## src/rtl/pbutton_pkg.sv

```systemverilog
// Shared types and constants for the synthetic push-button generator.
// The LFSR constants are only consumed when PB_BOUNCE_GEN_LFSR_EN is defined.
package pbutton_pkg;

    typedef enum logic {
        ST_IDLE   = 1'b0,
        ST_BOUNCE = 1'b1
    } state_t;

    localparam int unsigned CHIP_LOG2_DEFAULT = 10;

    localparam int unsigned         LFSR_W    = 16;
    localparam logic [LFSR_W-1:0]   LFSR_SEED = 16'hACE1;
    // Right-shift Fibonacci form: taps 16,14,13,11 feed back from bits 0,2,3,5.
    localparam logic [LFSR_W-1:0]   LFSR_TAPS = 16'h002D;

    function automatic logic [LFSR_W-1:0] lfsr_step(input logic [LFSR_W-1:0] q);
        return {^(q & LFSR_TAPS), q[LFSR_W-1:1]};
    endfunction

endpackage

```

## src/rtl/pbutton_bounce_gen_if.sv

```systemverilog
// Request/status bundle between a button-generator driver (master) and
// pbutton_bounce_gen (slave).
interface pbutton_bounce_gen_if;

    logic        press_req;
    logic        release_req;
    logic [31:0] nb_bounce_cycle;
    logic        PB;
    logic        pb_pressed;
    logic        busy;
    logic        done;
    logic        req_dropped;

    modport master (
        output press_req, release_req, nb_bounce_cycle,
        input  PB, pb_pressed, busy, done, req_dropped
    );

    modport slave (
        input  press_req, release_req, nb_bounce_cycle,
        output PB, pb_pressed, busy, done, req_dropped
    );

endinterface

```

## src/rtl/lfsr16.sv

```systemverilog
// 16-bit Fibonacci LFSR used as the pseudo-random bounce source.
// Only built when PB_BOUNCE_GEN_LFSR_EN is defined.
`ifdef PB_BOUNCE_GEN_LFSR_EN
module lfsr16
    import pbutton_pkg::*;
(
    input  logic        clk,
    input  logic        rst_n,
    input  logic        advance,
    output logic [15:0] q
);

    always_ff @(posedge clk) begin
        if (!rst_n) begin
            q <= LFSR_SEED;
        end else if (advance) begin
            q <= lfsr_step(q);
        end
    end

endmodule
`endif

```

## src/rtl/pbutton_bounce_gen.sv

```systemverilog
// Synthetic active-low push-button source with a chip-granular bounce window.
// Define PB_BOUNCE_GEN_LFSR_EN for pseudo-random bounce; otherwise a square wave.
module pbutton_bounce_gen
    import pbutton_pkg::*;
#(
    parameter int unsigned CHIP_LOG2 = CHIP_LOG2_DEFAULT
) (
    input  logic                 CLOCK_50,
    input  logic                 RESET_N,
    pbutton_bounce_gen_if.slave  bus
);

    localparam logic [31:0] CHIP_MASK = 32'((64'd1 << CHIP_LOG2) - 64'd1);

    state_t      state, state_next;
    logic [31:0] cnt, cnt_inc, n_q;
    logic        target_q, start_q, pb_q, pressed_q, done_q, dropped_q;
    logic        one_req, any_req;
    logic        in_bounce, first, finish, chip_tick, bounce_bit;

    assign one_req   = bus.press_req ^ bus.release_req;
    assign any_req   = bus.press_req | bus.release_req;
    assign in_bounce = (state == ST_BOUNCE);
    assign cnt_inc   = cnt + 32'd1;

    // cnt holds the window position of the previous edge, so it is the
    // position being evaluated at this edge.
    assign first     = in_bounce && (cnt == '0);
    assign finish    = in_bounce && (cnt_inc == n_q);
    assign chip_tick = in_bounce && (cnt != '0) && ((cnt & CHIP_MASK) == '0) && !finish;

`ifdef PB_BOUNCE_GEN_LFSR_EN
    logic [15:0] lfsr_q;
    logic        unused_lfsr;

    lfsr16 u_lfsr (
        .clk     (CLOCK_50),
        .rst_n   (RESET_N),
        .advance (chip_tick),
        .q       (lfsr_q)
    );

    assign bounce_bit  = lfsr_q[0];
    assign unused_lfsr = ^lfsr_q[15:1];
`else
    logic bounce_tgl;

    // Restarts at 0 for every window.
    always_ff @(posedge CLOCK_50) begin
        if (!RESET_N || !in_bounce) begin
            bounce_tgl <= 1'b0;
        end else if (chip_tick) begin
            bounce_tgl <= ~bounce_tgl;
        end
    end

    assign bounce_bit = bounce_tgl;
`endif

    always_comb begin
        // NOTE: default assigned first so no path leaves state_next unassigned (no latch).
        state_next = state;
        case (state)
            ST_IDLE:   if (one_req && (bus.nb_bounce_cycle != '0)) state_next = ST_BOUNCE;
            ST_BOUNCE: if (finish) state_next = ST_IDLE;
        endcase
    end

    // NOTE: non-blocking assignments throughout so every register sees pre-edge values.
    always_ff @(posedge CLOCK_50) begin
        if (!RESET_N) begin
            state     <= ST_IDLE;
            cnt       <= '0;
            n_q       <= '0;
            target_q  <= 1'b1;
            start_q   <= 1'b0;
            pb_q      <= 1'b1;
            pressed_q <= 1'b0;
            done_q    <= 1'b0;
            dropped_q <= 1'b0;
        end else begin
            state     <= state_next;
            done_q    <= 1'b0;
            dropped_q <= 1'b0;
            start_q   <= 1'b0;
            if (state == ST_IDLE) begin
                // Zero-length window accepted on the previous edge completes now.
                if (start_q) begin
                    pb_q      <= target_q;
                    pressed_q <= ~target_q;
                    done_q    <= 1'b1;
                end
                if (one_req) begin
                    target_q <= bus.release_req;
                    n_q      <= bus.nb_bounce_cycle;
                    cnt      <= '0;
                    start_q  <= (bus.nb_bounce_cycle == '0);
                end else if (any_req) begin
                    dropped_q <= 1'b1;
                end
            end else begin
                cnt       <= cnt_inc;
                dropped_q <= any_req;
                if (finish || first) begin
                    pb_q <= target_q;
                    if (finish) begin
                        pressed_q <= ~target_q;
                        done_q    <= 1'b1;
                    end
                end else if (chip_tick) begin
                    pb_q <= bounce_bit ? target_q : ~target_q;
                end
            end
        end
    end

    assign bus.PB          = pb_q;
    assign bus.pb_pressed  = pressed_q;
    assign bus.busy        = in_bounce && (cnt != '0);
    assign bus.done        = done_q;
    assign bus.req_dropped = dropped_q;

endmodule
```

## src/flat_wrapper.sv

```systemverilog
// flat-port wrapper written by rule: the top's interface ports become plain ports
module pbutton_bounce_gen_flat import pbutton_pkg::*;
#(
    parameter int unsigned CHIP_LOG2 = CHIP_LOG2_DEFAULT
)
  (CLOCK_50, RESET_N, bus_press_req, bus_release_req, bus_nb_bounce_cycle, bus_PB, bus_pb_pressed, bus_busy, bus_done, bus_req_dropped);
  pbutton_bounce_gen_if bus_i ();
  input  logic CLOCK_50;
  input  logic RESET_N;
  input wire logic [$bits(bus_i.press_req)-1:0] bus_press_req;
  input wire logic [$bits(bus_i.release_req)-1:0] bus_release_req;
  input wire logic [$bits(bus_i.nb_bounce_cycle)-1:0] bus_nb_bounce_cycle;
  output wire logic [$bits(bus_i.PB)-1:0] bus_PB;
  output wire logic [$bits(bus_i.pb_pressed)-1:0] bus_pb_pressed;
  output wire logic [$bits(bus_i.busy)-1:0] bus_busy;
  output wire logic [$bits(bus_i.done)-1:0] bus_done;
  output wire logic [$bits(bus_i.req_dropped)-1:0] bus_req_dropped;
  assign bus_i.press_req = bus_press_req;
  assign bus_i.release_req = bus_release_req;
  assign bus_i.nb_bounce_cycle = bus_nb_bounce_cycle;
  assign bus_PB = bus_i.PB;
  assign bus_pb_pressed = bus_i.pb_pressed;
  assign bus_busy = bus_i.busy;
  assign bus_done = bus_i.done;
  assign bus_req_dropped = bus_i.req_dropped;
  pbutton_bounce_gen #(.CHIP_LOG2(CHIP_LOG2)) u_core (.CLOCK_50(CLOCK_50), .RESET_N(RESET_N), .bus(bus_i));
endmodule
```

## config.mk

```make
export PLATFORM = sky130hd
export DESIGN_NAME = pbutton_bounce_gen_flat
export DESIGN_NICKNAME = d
export VERILOG_FILES = /design/src/rtl/pbutton_pkg.sv /design/src/rtl/pbutton_bounce_gen_if.sv /design/src/rtl/lfsr16.sv /design/src/rtl/pbutton_bounce_gen.sv /design/src/flat_wrapper.sv
export SDC_FILE = /design/constraint.sdc
export NUM_CORES = 1
export LEC_CHECK = 0
export BUFFER_PORTS_ARGS = -buffer_cell sky130_fd_sc_hd__buf_2
export CORE_UTILIZATION = 25
export DETAILED_ROUTE_END_ITERATION = 10
export GPL_TIMING_DRIVEN = 0
export HOLD_SLACK_MARGIN = 0.06
export PLACE_DENSITY = 0.37
export SLEW_MARGIN = 20
export SYNTH_ARGS = -nofsm -noshare
export SYNTH_HDL_FRONTEND = slang
export SYNTH_SLANG_ARGS = --single-unit
```

## constraint.sdc

```tcl
create_clock -name CLOCK_50 -period 3.5 [get_ports CLOCK_50]
set_clock_uncertainty 0.2 [all_clocks]
set_input_delay 0.35 -clock CLOCK_50 [delete_from_list [all_inputs] [get_ports CLOCK_50]]
set_output_delay 0.35 -clock CLOCK_50 [all_outputs]
set_load 0.02 [all_outputs]
```

Word level (Yosys, flattened, before mapping) --
Index checks and enable logic that the tools add are counted.
Storage, ports and cells: bits in registers 72, bits of input ports 36, output and inout port bits 5, word-level logic and storage cells 65
Cells by class: add/sub/neg operators 1, equality and inequality tests 4, muxes and demuxes 21, bitwise logic cells 7, reductions and logical operators 22
Operators with widths (number):
- $logic_not A32 Y1 | 3
- $mux W32 | 2
- $reduce_bool A32 Y1 | 2
- $add A32 B1 Y32 const B | 1
- $eq A32 B32 Y1 | 1
- $mux W1 | 18
- $logic_and A1 B1 Y1 | 6
- $not A1 Y1 | 5
- $ne A2 B2 Y1 const B | 2
- $reduce_and A2 Y1 | 2
- $reduce_bool A2 Y1 | 2
- $logic_not A1 Y1 | 3
- $ne A3 B3 Y1 const B | 1
- $reduce_and A3 Y1 | 1
- $reduce_or A3 Y1 | 1
- $logic_or A1 B1 Y1 | 2
- $pmux W1 S2 | 1
- $or A1 B1 Y1 | 1
- $xor A1 B1 Y1 | 1

Depth between registers and ports, before layout --
word-level depth 8, gate-level depth with buffers 11

Worst setup path after synthesis --
No wires, ideal clock.
path type flip-flop to flip-flop, from register u_core.cnt[0], to register u_core.pb_q, in the netlist u_core.bus.PB, library setup time 135 ps, data arrival time 2577 ps, required time 3165 ps, path slack 588 ps, cell stages (with the launch flop) 12, period minus slack after synthesis 2912 ps, cells stage by stage dfxtp_1 ha_1 nand3_2 buf_6 nor4_1 xnor2_1 o2111ai_1 nor4_1 nand4_2 o21ai_1 xor2_1 a41oi_1
On the way: word-level cells in the longest chain between the ends 7, elaborated cells on any way between the ends 16, classes of those cells 1 x add/sub; 2 x eq/ne; 2 x mux; 11 x reduce/logical
RTL lines:
- start, declared | RTL line pbutton_bounce_gen.sv:16 | logic [31:0] cnt, cnt_inc, n_q;
- start signal, assigned | RTL line pbutton_bounce_gen.sv:102 | cnt <= cnt_inc;
- $add A32 B1 Y32 | RTL line pbutton_bounce_gen.sv:24 | assign cnt_inc = cnt + 32'd1;
- $eq A32 B32 Y1 | RTL line pbutton_bounce_gen.sv:29 | assign finish = in_bounce && (cnt_inc == n_q);
- $logic_and A1 B1 Y1 | RTL line pbutton_bounce_gen.sv:29
- $logic_not A1 Y1 | RTL line pbutton_bounce_gen.sv:30 | assign chip_tick = in_bounce && (cnt != '0) && ((cnt & CHIP_MASK) == '0) && !finish;
- $logic_and A1 B1 Y1 | RTL line pbutton_bounce_gen.sv:30
- $ne A3 B3 Y1 (no line)
- $reduce_and A2 Y1 (no line)
- end signal, assigned | RTL line pbutton_bounce_gen.sv:89 | pb_q <= target_q;
- end signal, assigned | RTL line pbutton_bounce_gen.sv:105 | pb_q <= target_q;
- end signal, assigned | RTL line pbutton_bounce_gen.sv:111 | pb_q <= bounce_bit ? target_q : ~target_q;
- end, declared | RTL line pbutton_bounce_gen.sv:17 | logic target_q, start_q, pb_q, pressed_q, done_q, dropped_q;
Several ways; a longest one is shown, not always the timed one. A chain may end at the register's enable or synchronous reset.

Worst setup path after layout --
from register u_core.cnt[8], to register u_core.bounce_tgl, in the netlist u_core.bounce_bit
On the way: word-level cells in the longest chain between the ends 5, elaborated cells on any way between the ends 9, classes of those cells 1 x add/sub; 1 x eq/ne; 7 x reduce/logical
RTL lines:
- $add A32 B1 Y32 | RTL line pbutton_bounce_gen.sv:24
- $eq A32 B32 Y1 | RTL line pbutton_bounce_gen.sv:29
- $logic_and A1 B1 Y1 | RTL line pbutton_bounce_gen.sv:29
- $logic_not A1 Y1 | RTL line pbutton_bounce_gen.sv:30
- $logic_and A1 B1 Y1 (*) | RTL line pbutton_bounce_gen.sv:30
- end signal, assigned | RTL line pbutton_bounce_gen.sv:53 | bounce_tgl <= ~bounce_tgl;
- end, declared | RTL line pbutton_bounce_gen.sv:46 | logic bounce_tgl;
Mark *: on every way between the ends. The rest lies on a longest branch, timed or not.

==> results.toml <==
[global_route]
grt_use_total_pct = 18.92
grt_pass1_vias = 4380
antenna_found_initial = 0
grt_max_degree = 14
gr-total-overflow = 0
grt_pass1_wl_mm = 25.50

[run_status]
status = "finished clean"

[place]
gp_congestion = 0.8457
port_buffers = 40
place_ws_ns = -0.03531
hpwl_mm = 12.64

[timing]
fmax_ghz = 0.3004
tightestPinTransition_ns = 0.7724
hold_viol_final = 0
period_minus_slack_ns = 3.328
slew_viol_final = 0
tns_ns = 0
finalCritPeriodShare_pct = 95.10
setup_slack_ns = 0.1715
rsz0062_at_grt = "false"
setup_viol = 0
relSlewSlack_pct = 48.51

[finish]
post-route-util_pct = 31.80
diodes = 0
drive_gt1_share_pct = 14.73
area_growth_pct = 24.18
nets = 707
final_common_cell = "nand2_1"
final_cell_mix = "nand2_1 (102), a21oi_1 (77), dfxtp_1 (71)"

[setup_path]
cpMaxStageDelayCell = "or3_4"
worstPathCellList = "buf_2 > nand4_4 > or3_4 > or4_4 > xnor2_1 > nor4_1 > nand4_2 > o211ai_1 > xor2_1 > nor3_1"
crit_arrival_ns = 3.34
crit_path_end_kind = "register"
crit_required_ns = 3.51
crit_path_start_kind = "register"
cp_num_buf_inv = 1
crit_path_max_incr_delay_ns = 0.49
cp_max_fo = 10
path_class = "reg2reg"
crit_family = "simple AND/OR/NAND/NOR gates"

[detailed_routing]
drtAntennaViolNets = 0
drc = 0
first_pass_iters = 5
wire_per_inst_um = 18.59
drtIter0Drc = 258
avgViaCountPerCell = 5.081
num_vias = 4558
wl_mm = 16.68

[synthesis]
synth_simple_gate_area_share_pct = 33.28
synth.avg_cell_area_um2 = 7.545
synth.largest_area_cell = "dfxtp_1"
ys_seq_area_share_pct = 32.43
synthXorXnorAreaFrac_pct = 9.065
synth_area_um2 = 4444
muxShareOfSynthArea_pct = 0.9291
ys_warn_count = 0
postSynth.asyncResetShare_pct = 0
synthAdderAreaFrac_pct = 1.126
synthFlopType = "dfxtp_1"
syn_inst = 589
ys_ff_latch = 72
synth_compound_area_share_pct = 17.57
synth.area.top_cells = "dfxtp_1 (32%), a21oi_1 (8.7%), nand2_1 (8.6%), xnor2_1 (5.3%), xor2_1 (3.7%)"
synth_nets = 629
synth_top_family_by_area = "simple AND/OR/NAND/NOR gates"
synth_cell_types = 58
yosys.area.top_type_share_pct = 32.43
synth_edf_count = 0

[pwr]
power_uw = 2210
p_int_uw = 1545
p_sw_share_pct = 30.11
peakVddDrop_uv = 253.5
power_frac_clock_pct = 42.7
leakage_uw = 0.002082
power_frac_comb_pct = 16.8
p_switching_uw = 665.5
pwr-share-seq_pct = 40.5
power_density_nw_per_um2 = 400.5

[die]
dieHeight_um = 135.3
start_util_pct = 25.61
dieArea_um2 = 18310
core.rowCount = 48
ios = 41
die_x_um = 135.3
core_area_um2 = 17360

[cts]
h-tree-depth = 3
clock_path_buffers = 2
clock_sink_count = 72
tritoncts = "done"
cts_root_buf = "clkbuf_16"
clkLatencyLatePin_ns = 0.35
cts_buffers = 9
cts.reportedPaths.clkPinSlew_ns = 0.06

[hold_path]
hp-class = "in2reg"

[run]
drv_cap = 0
-- worst paths after layout --
kind                                           to  depth (start not counted)                     from  slack (ns)
worst max-delay path            u_core.bounce_bit                         10            u_core.cnt[8]        0.17
worst min-delay path               u_core.n_q[14]                          3  bus_nb_bounce_cycle[14]        0.07
worst max register to register  u_core.bounce_bit                         10            u_core.cnt[8]        0.17
worst min register to register      u_core.n_q[1]                          2            u_core.n_q[1]        0.27
-- layout make-up --
cell class                 instances  area (µm²)
timing repair buffer              68       480.5
clock buffer                       9       225.2
clock inverter                     7       72.57
tap                              225       281.5
multi-input combinational        460        2771
fill                            1883       11840
buffer                            45       203.9
inverter                          11       41.29
sequential                        72        1443
-- stage by stage --
step	cells	hold slack, ns	area, µm²
4_1_cts	898	0.06519	5510
5_1_grt	897	0.07370	5519
2_1_floorplan	589	0.2389	4444
3_3_place_gp	854	0.2635	4926
6_report	897	0.07247	5519
3_5_place_dp	854	0.2637	4926
-- flip-flops by register name (all words and copies together), names as in the netlist --
register                cells
u_core.bounce_bit           1
u_core.bus.PB               1
u_core.bus.done             1
u_core.bus.pb_pressed       1
u_core.bus.req_dropped      1
u_core.cnt                 32
u_core.in_bounce            1
u_core.n_q                 32
u_core.start_q              1
u_core.target_q             1
-- Yosys cell counts, types with 17 or more instances --
master and n:
a21oi_1 77, clkbuf_1 29, dfxtp_1 72, nand2_1 102, nand3_1 17, nor2_1 37
nor3_1 23, nor4_1 19, o21ai_0 26, xnor2_1 27, xor2_1 19
-- power groups by stage --
stage	registers (µW)	clock network (µW)	logic (µW)
after detailed placement	913	0	351
after global routing	900	1000	410
final	895	944	372
after global placement	911	0	351
after CTS	894	974	376
after floorplan	899	0	222
-- worst reg2reg max path, stage by stage (launching register included) --
cell and delay, ns:
dfxtp_1 0.31, buf_2 0.21, nand4_4 0.23, or3_4 0.49, or4_4 0.47, xnor2_1 0.18, nor4_1 0.32, nand4_2 0.26
o211ai_1 0.28, xor2_1 0.17, nor3_1 0.06
-- routing by layer --
| metal | global-route usage, % | vias up | share of wire (%) |
|---|---|---|---|
| met5 | 0 | - | 0 |
| met1 | 25.31 | 2140 | 47 |
| met3 | 2.731 | 26 | 5.2 |
| met2 | 29.80 | 146 | 45 |
| met4 | 8.926 | 0 | 2.5 |
| li1 | - | 2246 | - |
-- cell families after synthesis --
| logic type | Yosys count |
|---|---|
| AND/OR/NAND/NOR | 270 |
| flip-flops | 72 |
| AO/OA/AOI/OAI | 136 |
| XOR/XNOR | 46 |
| adder cells (fa/ha/maj) | 4 |
| multiplexers | 4 |
| buffers and inverters | 57 |
-- what timing repair did --
| item | CTS | global route |
|---|---|---|
| hold buffers | 28 | 0 |
| endpoints found under the hold margin | 28 | 0 |
| pin swaps | 0 | 1 |
| endpoints found under the setup margin | 3 | 4 |
| buffers inserted | 0 | 0 |
| resized for setup | 1 | 3 |
No activity file was read; power rests on OpenSTA's default activity.
